### src/rtl/pixel_frame_writer.sv
// pixel_frame_writer
//   Streams pixels into a BRAM write port as whole frames. A base-address
//   strobe arms a frame. Each later valid pixel is written to base+offset,
//   one cycle after it arrives. The write with offset FRAME_PIXELS-1 closes
//   the frame.
//
// Ports
//   clk          system clock, rising edge
//   rst          asynchronous active-high reset
//   addr_axiiv   base-address valid strobe
//   addr_axiid   frame base address
//   pixel_axiiv  pixel valid strobe
//   pixel_axiid  pixel data
//   axiov        BRAM write enable (registered)
//   addr_axiod   BRAM write address (registered, holds when idle)
//   pixel_axiod  BRAM write data (registered, holds when idle)
//   frame_done   one-cycle pulse with the last write of a frame
//   frame_cnt    completed-frame count, wraps modulo 256
//   drop_err     sticky: a pixel arrived with no armed frame
//   abort_err    sticky: a frame was restarted before it completed
module pixel_frame_writer #(
  parameter int ADDR_WIDTH   = 24,
  parameter int PIXEL_WIDTH  = 8,
  parameter int FRAME_PIXELS = 76800
) (
  input  logic                   clk,
  input  logic                   rst,
  input  logic                   addr_axiiv,
  input  logic [ADDR_WIDTH-1:0]  addr_axiid,
  input  logic                   pixel_axiiv,
  input  logic [PIXEL_WIDTH-1:0] pixel_axiid,
  output logic                   axiov,
  output logic [ADDR_WIDTH-1:0]  addr_axiod,
  output logic [PIXEL_WIDTH-1:0] pixel_axiod,
  output logic                   frame_done,
  output logic [7:0]             frame_cnt,
  output logic                   drop_err,
  output logic                   abort_err
);

  localparam int OFF_W = $clog2(FRAME_PIXELS) + 1;
  localparam logic [OFF_W-1:0] LAST_OFF = OFF_W'(FRAME_PIXELS - 1);
  localparam logic [OFF_W-1:0] OFF_ZERO = {OFF_W{1'b0}};
  localparam logic [OFF_W-1:0] OFF_ONE  = OFF_W'(1);

  typedef enum logic {
    IDLE   = 1'b0,
    ACTIVE = 1'b1
  } state_t;

  state_t                  state_r, state_s;
  logic [ADDR_WIDTH-1:0]   base_r, base_s;
  logic [OFF_W-1:0]        offset_r, offset_s;
  logic                    wr_s;
  logic [ADDR_WIDTH-1:0]   wr_addr_s;
  logic                    done_s;
  logic                    drop_s;
  logic                    abort_s;

  // Next-state, next-base/offset and write decision for the current cycle.
  always_comb begin
    state_s   = state_r;
    base_s    = base_r;
    offset_s  = offset_r;
    wr_s      = pixel_axiiv;
    // Truncation to ADDR_WIDTH gives the modulo-2^ADDR_WIDTH address wrap.
    wr_addr_s = base_r + ADDR_WIDTH'(offset_r);
    done_s    = 1'b0;
    drop_s    = 1'b0;
    abort_s   = 1'b0;

    case (state_r)
      IDLE: begin
        if (addr_axiiv) begin
          // A same-cycle pixel lands at the new base, offset 0.
          base_s    = addr_axiid;
          wr_addr_s = addr_axiid;
          state_s   = ACTIVE;
          if (pixel_axiiv) begin
            offset_s = OFF_ONE;
          end else begin
            offset_s = OFF_ZERO;
          end
        end else begin
          wr_s     = 1'b0;
          drop_s   = pixel_axiiv;
          offset_s = OFF_ZERO;
        end
      end

      ACTIVE: begin
        if (pixel_axiiv && (offset_r == LAST_OFF)) begin
          // The final pixel wins over a same-cycle base strobe. The frame
          // completes, and the new base only arms the next frame.
          done_s   = 1'b1;
          offset_s = OFF_ZERO;
          if (addr_axiiv) begin
            base_s  = addr_axiid;
            state_s = ACTIVE;
          end else begin
            state_s = IDLE;
          end
        end else if (addr_axiiv) begin
          // Restart of an incomplete frame.
          abort_s   = 1'b1;
          base_s    = addr_axiid;
          wr_addr_s = addr_axiid;
          if (pixel_axiiv) begin
            offset_s = OFF_ONE;
          end else begin
            offset_s = OFF_ZERO;
          end
        end else if (pixel_axiiv) begin
          offset_s = offset_r + OFF_ONE;
        end else begin
          offset_s = offset_r;
        end
      end

      default: begin
        state_s  = IDLE;
        wr_s     = 1'b0;
        offset_s = OFF_ZERO;
      end
    endcase
  end

  // FSM, frame context and registered write-port outputs.
  always_ff @(posedge clk or posedge rst) begin
    if (rst) begin
      state_r     <= IDLE;
      base_r      <= {ADDR_WIDTH{1'b0}};
      offset_r    <= OFF_ZERO;
      axiov       <= 1'b0;
      addr_axiod  <= {ADDR_WIDTH{1'b0}};
      pixel_axiod <= {PIXEL_WIDTH{1'b0}};
      frame_done  <= 1'b0;
      frame_cnt   <= 8'd0;
      drop_err    <= 1'b0;
      abort_err   <= 1'b0;
    end else begin
      state_r    <= state_s;
      base_r     <= base_s;
      offset_r   <= offset_s;
      axiov      <= wr_s;
      frame_done <= done_s;
      drop_err   <= drop_err | drop_s;
      abort_err  <= abort_err | abort_s;
      if (wr_s) begin
        addr_axiod  <= wr_addr_s;
        pixel_axiod <= pixel_axiid;
      end else begin
        addr_axiod  <= addr_axiod;
        pixel_axiod <= pixel_axiod;
      end
      if (done_s) begin
        frame_cnt <= frame_cnt + 8'd1;
      end else begin
        frame_cnt <= frame_cnt;
      end
    end
  end

endmodule

### config.mk
export PLATFORM = sky130hd
export DESIGN_NAME = pixel_frame_writer
export DESIGN_NICKNAME = d
export VERILOG_FILES = /design/src/rtl/pixel_frame_writer.sv
export SDC_FILE = /design/constraint.sdc
export NUM_CORES = 1
export LEC_CHECK = 0
export CAP_MARGIN = 5
export CORE_UTILIZATION = 54
export DETAILED_ROUTE_END_ITERATION = 10
export GPL_ROUTABILITY_DRIVEN = 0
export PLACE_DENSITY = 0.84
export RECOVER_POWER = 50
export SLEW_MARGIN = 20
export SYNTH_ARGS = -nofsm -noshare
export SYNTH_HDL_FRONTEND = slang
export SYNTH_SLANG_ARGS = --single-unit
### constraint.sdc
create_clock -name clk -period 3.3 [get_ports clk]
set_clock_uncertainty 0.05 [all_clocks]
set_input_delay 0.33 -clock clk [delete_from_list [all_inputs] [get_ports clk]]
set_output_delay 0.33 -clock clk [all_outputs]
set_load 0.05 [all_outputs]
==> metrics.cfg <==
[sta]
hold_violations = 0
rsz0062_at_grt = no
tightest_slew_ns = 1.79
max_slew_margin_pct = -20.0
drv_slew = 76
timing.setup.tns_ns = 0
setup_slack_ns = 0.389
clock.fmax_ghz = 0.343
period_share_pct = 88.2
setup_violations = 0
period_needed_ns = 2.91

[setup_path]
reg2reg_slack_ns = 0.42
r2r_end = addr_axiod[16]$_DFFE_PP0P_
cp-start-kind = input port
ff2ff_path_depth = 10
crit_arrival_ns = 3.12
crit_required_ns = 3.51
r2r-start = offset_r[0]$_DFFE_PP0P_
cp-end-kind = register
critPathKind = input port to register
worstPathMaxFanout = 35

[synthesis]
synthArstFlopShare_pct = 100
synth_fp_nets = 564
netlist_area_sq_um = 4810
yosysMostFrequentCell = dfrtp_1
synthCells = 507
ys_seq_area_share_pct = 45.3
synth_top_cell_area_share_pct = 45.3
postSynthAreaPerCell_sq_um = 9.49
synthTopCellsByCount = dfrtp_1 (87), nand2_1 (71), o21ai_0 (36)
synth_ff_type = dfrtp_1
synth_edf_count = 0
synth.area.top_cells = dfrtp_1 (45%), nand2_1 (5.5%), ha_1 (5.2%), mux2_2 (4.4%), o21ai_0 (3.7%)
yosys_warnings = 0
yosysTopAreaCell = dfrtp_1
synth-seq-cells = 87
synth_cell_types = 57

[floorplanning]
rows = 34
die_h_um = 96.4
start_util_pct = 55.4
core_area_sq_um = 8680
io-pin-count = 80
die-area_sq_um = 9290
die_x_um = 96.4

[drt]
vias = 4186
first_pass_iters = 5
antenna_left = 0
drc_errors = 0
wire_per_inst_um = 17.2
wl_um = 11900
viasPerCell = 6.02
drt-initial-drc-count = 369

[global_routing]
grt_pass1_vias = 3999
grt_use_total_pct = 26.8
antenna_found_initial = 0
met3_usage_pct = 4.30
grt-busiest-layer = met2
met1_usage_pct = 34.7
grt_use_met2_pct = 45.3
grt_max_degree = 49
grt_pass1_wl_um = 19000
grt_remaining_overflow = 0

[layout]
seqCellArea_sq_um = 2180
finalNetCount = 639
antenna_cells = 0
num-fill-cells = 673
final_core_util_pct = 67.7
multi_input_area_sq_um = 2490
drive_gt1_share_pct = 8.52
syn_to_final_growth_pct = 22.2

[power_and_ir_drop]
p_leak_uw = 0.00260
ir_drop_mv = 0.234
power.density_nw_per_um2 = 425

[run_status]
violations = capacitance limit, slew limit
outcome = complete, but fails checks

[clock_tree]
ctsResizeCount = 0
clk_path_buf_depth = 2
cts_setup_buffers = 0
cts-root-buf = clkbuf_8
cts_hold_buffers = 0
cts_tree = built
clk_pin_slew_worst_paths_ns = 0.09
clk_latency_ns = 0.37
cts_buffers = 9
cts.sinks = 87
cts_max_level = 3

[min_path]
hold_path_class = register to register
hp-start = frame_cnt[7]$_DFFE_PP0P_
hold_end = frame_cnt[7]$_DFFE_PP0P_
hold_depth = 1

[place]
place.detailed.hpwl_um = 8560
portBuffers = 79
pre_cts_ws_ns = 0.491

[flow_run]
drv_cap = 2

sequential cells by signal (all words and copies together) (netlist names):
signal,count
state_r,1
addr_axiod,24
offset_r,18
frame_done,1
abort_err,1
axiov,1
pixel_axiod,8
frame_cnt,8
base_r,24
drop_err,1
stage by stage:
step | total power, uW | cell area [sq um] | hold WS (ns) | std cells
after global placement | 1820 | 5710 | 0.406 | 679
after detailed placement | 1840 | 5710 | 0.401 | 679
final | 2500 | 5880 | 0.425 | 695
after floorplan | 1620 | 4810 | 0.385 | 507
after global routing | 2610 | 5880 | 0.444 | 695
after CTS | 2510 | 5880 | 0.355 | 695
layout by cell type (no fill, tap or decap), types with 3 or more instances in the layout:
master,Yosys,routed
nor2b_1,5,5
buf_4,2,5
o211ai_1,3,3
and2_1,4,4
inv_1,12,11
mux2i_1,3,3
a21o_1,12,12
xor2_1,13,13
o21ai_0,36,37
nand4_1,12,12
xnor2_1,19,19
nor4_1,3,3
and4_1,3,3
mux2_2,19,19
or3_1,10,10
ha_1,20,20
a21oi_1,33,33
nand2b_1,5,5
dfrtp_1,87,87
nor3b_1,3,3
a31oi_1,10,10
o21ai_1,8,7
nand2_1,71,71
nor3_1,4,4
nor2_1,31,31
and3_1,16,16
nand3_1,14,14
clkdlybuf4s50_1,0,77
clkinvlp_4,0,4
clkbuf_8,0,9
worst max path at each step:
stage,from,endpoint,slack (ns),cells after the start
global placement,pixel_axiiv,addr_axiod[20]$_DFFE_PP0P_,0.54,7
floorplan,rst,abort_err$_DFF_PP0_,0.67,1
CTS,offset_r[0]$_DFFE_PP0P_,addr_axiod[16]$_DFFE_PP0P_,0.52,10
global route,addr_axiiv,addr_axiod[23]$_DFFE_PP0P_,0.17,8
detailed placement,pixel_axiiv,addr_axiod[17]$_DFFE_PP0P_,0.49,7
finish,addr_axiiv,addr_axiod[23]$_DFFE_PP0P_,0.39,8
power by group:
part	switching [uW]	leakage [uW]	total, uW	internal [uW]
registers	58.6	0.00108	1210	1150
logic	386	0.00145	618	232
clock network	398	0.0000747	674	276
logic make-up after synthesis:
family                     after synthesis  synth area share [%]
AOI/OAI and AO/OA                      124                  15.8
xor gates and xnor gates                32                  5.83
adders and majority gates               21                  5.62
buffers and inverters                   34                  2.94
DFF                                     87                  45.3
muxes                                   22                  5.07
and+or+nand+nor                        187                  19.5
area by class of cell:
class	count	area share, %
clock buffers	10	2.17
clock inverters	6	0.809
inverters	12	0.788
multi-input cells	386	42.4
flip-flops and latches	87	37.0
well taps	108	2.30
repair buffers	86	14.5
worst max-delay path, cell delays in order:
cell and delay [ns]:
dlygate4sd3_1 0.67, o21ai_0 0.16, inv_1 0.11, clkbuf_1 1.14, o21ai_0 0.21, o21ai_0 0.14
o221ai_1 0.16, a21o_1 0.20
routing by layer:
| metal | up-vias | routed length (um) |
|---|---|---|
| met2 | 173 | 5880 |
| met5 | - | 0 |
| met1 | 2031 | 5040 |
| met3 | 23 | 753 |
| met4 | 0 | 252 |
| li1 | 1959 | - |
No activity file was read; power rests on OpenSTA's default activity.
